==> config.mk <==
export PLATFORM = sky130hd
export DESIGN_NAME = instr_fetch_unit
export DESIGN_NICKNAME = d
export VERILOG_FILES = /design/src/rtl/instr_fetch_unit.sv
export SDC_FILE = /design/constraint.sdc
export NUM_CORES = 1
export LEC_CHECK = 0
export BUFFER_PORTS_ARGS = -buffer_cell sky130_fd_sc_hd__buf_2
export CAP_MARGIN = 10
export CORE_UTILIZATION = 55
export CTS_CLUSTER_SIZE = 24
export DETAILED_ROUTE_END_ITERATION = 6
export GPL_TIMING_DRIVEN = 0
export PLACE_DENSITY_LB_ADDON = 0.1
export SYNTH_ARGS = -nofsm -noshare
export SYNTH_HDL_FRONTEND = slang
export SYNTH_SLANG_ARGS = --single-unit
==> constraint.sdc <==
create_clock -name Clk -period 6.9 [get_ports Clk]
set_input_delay 1.38 -clock Clk [delete_from_list [all_inputs] [get_ports Clk]]
set_output_delay 1.38 -clock Clk [all_outputs]
set_load 0.005 [all_outputs]
==> src/rtl/instr_fetch_unit.sv <==
// Instruction-fetch stage: owns the PC and a loadable instruction memory,
// issues {instrCode, PC} to IF/ID with combinational flush and halt parking.
module instr_fetch_unit #(
  parameter int         MEM_DEPTH = 16,
  parameter logic [7:0] HALT_OP   = 8'hFF
) (
  input  logic       Clk,
  input  logic       Reset,
  input  logic       load_en,
  input  logic       imem_we,
  input  logic [7:0] imem_waddr,
  input  logic [7:0] imem_wdata,
  input  logic       stall,
  input  logic       branch_taken,
  input  logic [7:0] branch_target,
  output logic [7:0] instrCode,
  output logic [7:0] PC,
  output logic       flush,
  output logic       halted,
  output logic [7:0] fetch_count
);

  localparam int AW = (MEM_DEPTH > 1) ? $clog2(MEM_DEPTH) : 1;

  typedef enum logic [1:0] {
    ST_LOAD = 2'd0,
    ST_RUN  = 2'd1,
    ST_HALT = 2'd2
  } state_t;

  state_t     state_reg, state_next;
  logic [7:0] pc_reg, pc_next;
  logic [7:0] count_reg, count_next, count_inc;
  logic [7:0] rd_word;
  logic       wr_ok;
  logic       pc_in_range;
  logic [7:0] mem_rd [MEM_DEPTH];

  assign wr_ok = (state_reg == ST_LOAD) && imem_we;

  // Word registers rather than RAM: reset has to clear every location at once.
  // Addresses at or above MEM_DEPTH match no word, so those writes vanish.
  generate
    for (genvar gi = 0; gi < MEM_DEPTH; gi++) begin : g_word
      localparam logic [7:0] WORD_ADDR = 8'(gi);
      logic [7:0] word_reg;

      always_ff @(posedge Clk or negedge Reset) begin
        if (!Reset) begin
          word_reg <= 8'h00;
        end else if (wr_ok && (imem_waddr == WORD_ADDR)) begin
          word_reg <= imem_wdata;
        end
      end

      assign mem_rd[gi] = word_reg;
    end
  endgenerate

  assign pc_in_range = (int'(pc_reg) < MEM_DEPTH);

  always_comb begin
    rd_word = 8'h00;
    if ((state_reg == ST_RUN) && pc_in_range) begin
      rd_word = mem_rd[pc_reg[AW-1:0]];
    end
  end

  assign count_inc = (count_reg == 8'hFF) ? count_reg : count_reg + 8'd1;

  always_ff @(posedge Clk or negedge Reset) begin
    if (!Reset) begin
      state_reg <= ST_LOAD;
      pc_reg    <= 8'h00;
      count_reg <= 8'h00;
    end else begin
      state_reg <= state_next;
      pc_reg    <= pc_next;
      count_reg <= count_next;
    end
  end

  always_comb begin
    state_next = state_reg;
    pc_next    = pc_reg;
    count_next = count_reg;
    flush      = 1'b0;
    case (state_reg)
      ST_LOAD: begin
        pc_next = 8'h00;
        if (!load_en) begin
          state_next = ST_RUN;
        end
      end
      ST_RUN: begin
        flush = branch_taken;
        if (branch_taken) begin
          pc_next = branch_target;
        end else if (stall) begin
          pc_next = pc_reg;
        end else if (rd_word == HALT_OP) begin
          state_next = ST_HALT;
          count_next = count_inc;
        end else begin
          pc_next    = pc_reg + 8'd1;
          count_next = count_inc;
        end
      end
      ST_HALT: begin
        flush = branch_taken;
        if (branch_taken) begin
          pc_next    = branch_target;
          state_next = ST_RUN;
        end
      end
      default: begin
        state_next = ST_LOAD;
        pc_next    = 8'h00;
      end
    endcase
  end

  assign instrCode   = rd_word;
  assign PC          = pc_reg;
  assign halted      = (state_reg == ST_HALT);
  assign fetch_count = count_reg;

endmodule

* Word-level counts from Yosys, hierarchy flattened
Cells that the tools add are included.
** Storage, ports and cells
- Flip-flop bits (word level) :: 146
- Word-level logic and storage cells :: 93
- Output and inout port bits :: 26
- Input bits :: 30
** Operators by class
- Add/sub/neg operators :: 2
- Bitwise operators :: 4
- Equality and inequality tests :: 26
- Order comparisons :: 2
- Multiplexer cells :: 16
- Reduce and logical (&&, ||, !) cells :: 24
** Operator list (count)
- $eq 8x4->1 const B :: 8
- $mux 8 :: 7
- $bmux 8 s4 :: 1
- $eq 8x3->1 const B :: 4
- $logic_and 1x1->1 :: 18
- $add 8x1->8 const B :: 2
- $eq 8x2->1 const B :: 2
- $eq 8x8->1 const B :: 2
- $pmux 8 s2 :: 1
- $mux 2 :: 5
- $eq 8x1->1 const B :: 1
- $logic_not 8->1 :: 1
- $lt 8x5->1 const B :: 1
- $ne 2x2->1 const B :: 4
- $ne 3x3->1 const B :: 2
- $pmux 2 s3 :: 1
- $ge 5x5->1 const B :: 1
- $not 4->5 :: 1
- $reduce_and 5->1 :: 1
- $reduce_and 4->1 :: 1
- $not 1->1 :: 3
- $reduce_and 3->1 :: 1
- $eq 2x1->1 const B :: 1
- $eq 2x2->1 const B :: 1
- 4 further kinds :: 4

* Logic depth before layout (Yosys ltp)
- Depth after elaboration :: 10
- Depth in mapped cells :: 10
- Mapped depth without buffers :: 8

* Worst setup path after synthesis
OpenSTA, ideal clock, no wires.
- Path type :: input-to-output
- From :: in branch_taken
- To :: out flush
- Data arrival time :: 2.055 ns
- Buffers on the path :: 2
- Setup slack :: 3.465 ns
- Required time :: 5.520 ns
- Stages on the path :: 3
- Cells stage by stage :: clkbuf_1 -> clkbuf_1 -> and2_1
** On the way
- Word-level cells in the longest chain between the ends :: 1
** Ends and longest elaborated chain
- from (decl) :: RTL line 14 : input logic branch_taken,
- $mux 1 :: RTL line 88 : case (state_reg)
- to (decl) :: RTL line 18 : output logic flush,
No other way between the ends.

* Worst setup path in the final report
- From :: reg pc_reg[2], in the netlist PC[2]
- To :: out instrCode[5]
** On the way
- Word-level cells in the longest chain between the ends :: 5
- Elaborated cells on any way between the ends :: 7
- Classes of those cells :: order compare: 1; mux: 4; bitwise: 1; reduce/logical: 1
** Ends and longest elaborated chain
- from (decl) :: RTL line 32 : logic [7:0] pc_reg, pc_next;
- from (signal assigned) :: RTL line 78 : pc_reg <= pc_next;
- $not 4->5 (not written as such) :: RTL line 65 : rd_word = mem_rd[pc_reg[AW-1:0]];
- $bmux 8 s4 :: RTL line 65
- $mux 8 (not written as such) (2 in a row) :: RTL line 65
- $mux 8 (*) :: RTL line 64 : if ((state_reg == ST_RUN) && pc_in_range) begin
- to (decl) :: RTL line 16 : output logic [7:0] instrCode,
Mark *: on every way between the ends. The rest lies on a longest branch, timed or not. The select of a mux whose other input is x is not followed.

==> reports/results.txt <==
Status: finished clean
RSZ-0062 raised after global routing: false
Initial Util: 57.5%
CTS Buffer Depth: 2
Required @ worst endpoint: 5.52 ns
Via count: 5175
Largest net degree at the start of global routing: 77
CTS tree: done
CP arrival: 2.72 ns
# IOs: 56
Congestion Overflow GR: 0
CTS root buffer: clkbuf_16
Kind of critical path: flop to output pin
Layout cells sized above 1: 40.4%
Pre-CTS WS: 3.00 ns
Post-synthesis average cell area: 12.8 sq um
GPL Wtd Cong: 0.895
Multi-input logic area: 3510 sq um
Area share of the largest cell type after synthesis: 49.5%
Layout area overhead: 15.6%
CTS Hold Bufs: 0
Fmax: 244 MHz
Worst rel slew slack: 24.5%
DR DRC count: 0
# rows: 41
Initial antenna violation count: 0
Die Width: 118 um
FF/Latch Area: 3650 sq um
Die ar.: 13900 sq um
VDD IR max: 0.178 mV
Top-count cell post-synth: dfrtp_1
Post-synth EDFFs: 0
Top cells by count, synth: dfrtp_1 (146), mux2_2 (144), nor2_1 (37), nand2_1 (28), clkbuf_1 (22)
First-pass GRT wire length: 28800 um
Sink Count: 146
Top cells by area, synth: dfrtp_1 (50%), mux2_2 (22%), mux4_2 (6.1%), mux2i_1 (2.3%), nor2_1 (1.9%)
Total Wirelength: 18000 um
Post-DRT Antenna Nets: 0
Setup crit end kind: output pin
Inst Count DP: 804
Post-synth ARST share: 100%
Final cell count without fillers: 836
Initial DRC count: 423
Post-Syn Area: 7370 sq um
Antenna Cells: 0
Post-CTS Setup Bufs: 0
Post-synthesis register bit count: 146
Crit share post-route: 59.4%
Syn nets: 611
Max-cap violations: 0
Clock transition at path regs: 0.06 ns
Fillers: 970
Drt pass-1 iters: 5
Tmin final: 4.10 ns
DR vias/cell: 6.19
Htree depth: 4
Max reg flops: 128
Critical Path Fanout Max: 10
Worst setup margin: 2.80 ns
Cells after synthesis: 575
Setup TNS: 0 ns
IO buf count: 53
Tightest Pin Transition: 1.13 ns
Worst-Skew Late Latency: 0.43 ns
YS warnings: 0
Fin. Hold Viols: 0
Startpoint Class: flop
Leak: 4.14 nW
Hold Crit Class: flop to flop
Number of max-slew violations in the final report: 0
GR Util All Layers: 27.6%
Core region area: 12800 sq um
CTS resizes: 0
Vert. Die Dim: 118 um
Post-DP HPWL: 12300 um
Setup-failing EPs final: 0
Cell taking the most area after synthesis: dfrtp_1
Clock skew: 0.00737 ns
Number of global-route vias before repair: 5140
Drt wl/cell: 21.6 um
Total CTS buffers: 17
Top_reg_cell synth: dfrtp_1
Sequential share of the synthesized area: 49.5%
Power per cell area: 259 nW/um^2
Final #Nets: 687
Yosys cell types: 49
Total power: 0.00221 W
[cell families (layout without fill, tap and decap cells)]
family,count (synthesis),after routing,synth area share [%]
AO/OA/AOI/OAI,60,60,6.46
XOR/XNOR,11,11,1.31
adder cells (fa/ha/maj),6,6,1.02
buffers and inverters,43,132,2.90
flip-flops,146,146,49.5
multiplexers,181,181,30.4
AND/OR/NAND/NOR,128,128,8.36
[metrics by stage]
stage	util (%)	area (sq um)	hold slack, ns
after floorplan	-	7370	0.474
after global placement	61.2	7860	0.482
after detailed placement	61.7	7910	0.491
after CTS	66.5	8530	0.500
after global routing	66.5	8530	0.512
final	66.5	8530	0.496
[critical path: stages, from the launching register on]
cell and delay (ns):
dfrtp_1 0.51, buf_2 0.36, buf_2 0.37, mux4_2 0.37, mux2i_1 0.24, mux2_2 0.25
nor2_1 0.05, buf_2 0.13
[area by class of cell]
type                    count  share of cell area [%]
clock buffers              23                    5.72
multi-input cells         386                    41.1
clock inverters             9                    1.50
inverters                   6                   0.264
repair buffers             57                    3.77
well taps                 172                    2.52
flip-flops and latches    146                    42.8
plain buffers              37                    2.25
[cells in the final DEF, fill, tap and decap left out, drive strengths merged, types with 9 or more instances in the layout]
| cell type | instances |
|---|---|
| buf | 72 |
| clkbuf | 45 |
| dfrtp | 146 |
| mux2 | 144 |
| mux2i | 17 |
| mux4 | 20 |
| nand2 | 28 |
| nand3 | 18 |
| nand4 | 9 |
| nor2 | 37 |
[worst paths after layout]
| kind | from | endpoint | slack (ns) | cells after the start |
|---|---|---|---|---|
| worst max-delay path | PC[2] | instrCode[5] | 2.80 | 7 |
| worst min-delay path | fetch_count[7] | fetch_count[7] | 0.50 | 1 |
| worst max register to register | PC[0] | PC[3] | 3.67 | 9 |
| worst min register to register | fetch_count[7] | fetch_count[7] | 0.50 | 1 |
| max in group asynchronous | Reset | fetch_count[0] | 5.13 | 2 |
| min in group asynchronous | Reset | g_word[15].word_reg[4] | 0.97 | 1 |
[metal layers]
| layer | global-route usage [%] | up-vias | wire, um |
|---|---|---|---|
| met2 | 43.2 | 164 | 8660 |
| met1 | 38.2 | 2686 | 8110 |
| met3 | 6.83 | 24 | 1000 |
| met5 | 0 | - | 0 |
| met4 | 8.25 | 0 | 281 |
| li1 | - | 2301 | - |
[where the power goes]
part / internal (W) / switching (W)
clock: 0.000605 / 0.000352
combinational: 0.000140 / 0.000194
sequential: 0.000881 / 0.0000346
total: 0.00163 / 0.000581
Note: power is estimated with default switching activity, not from simulation.
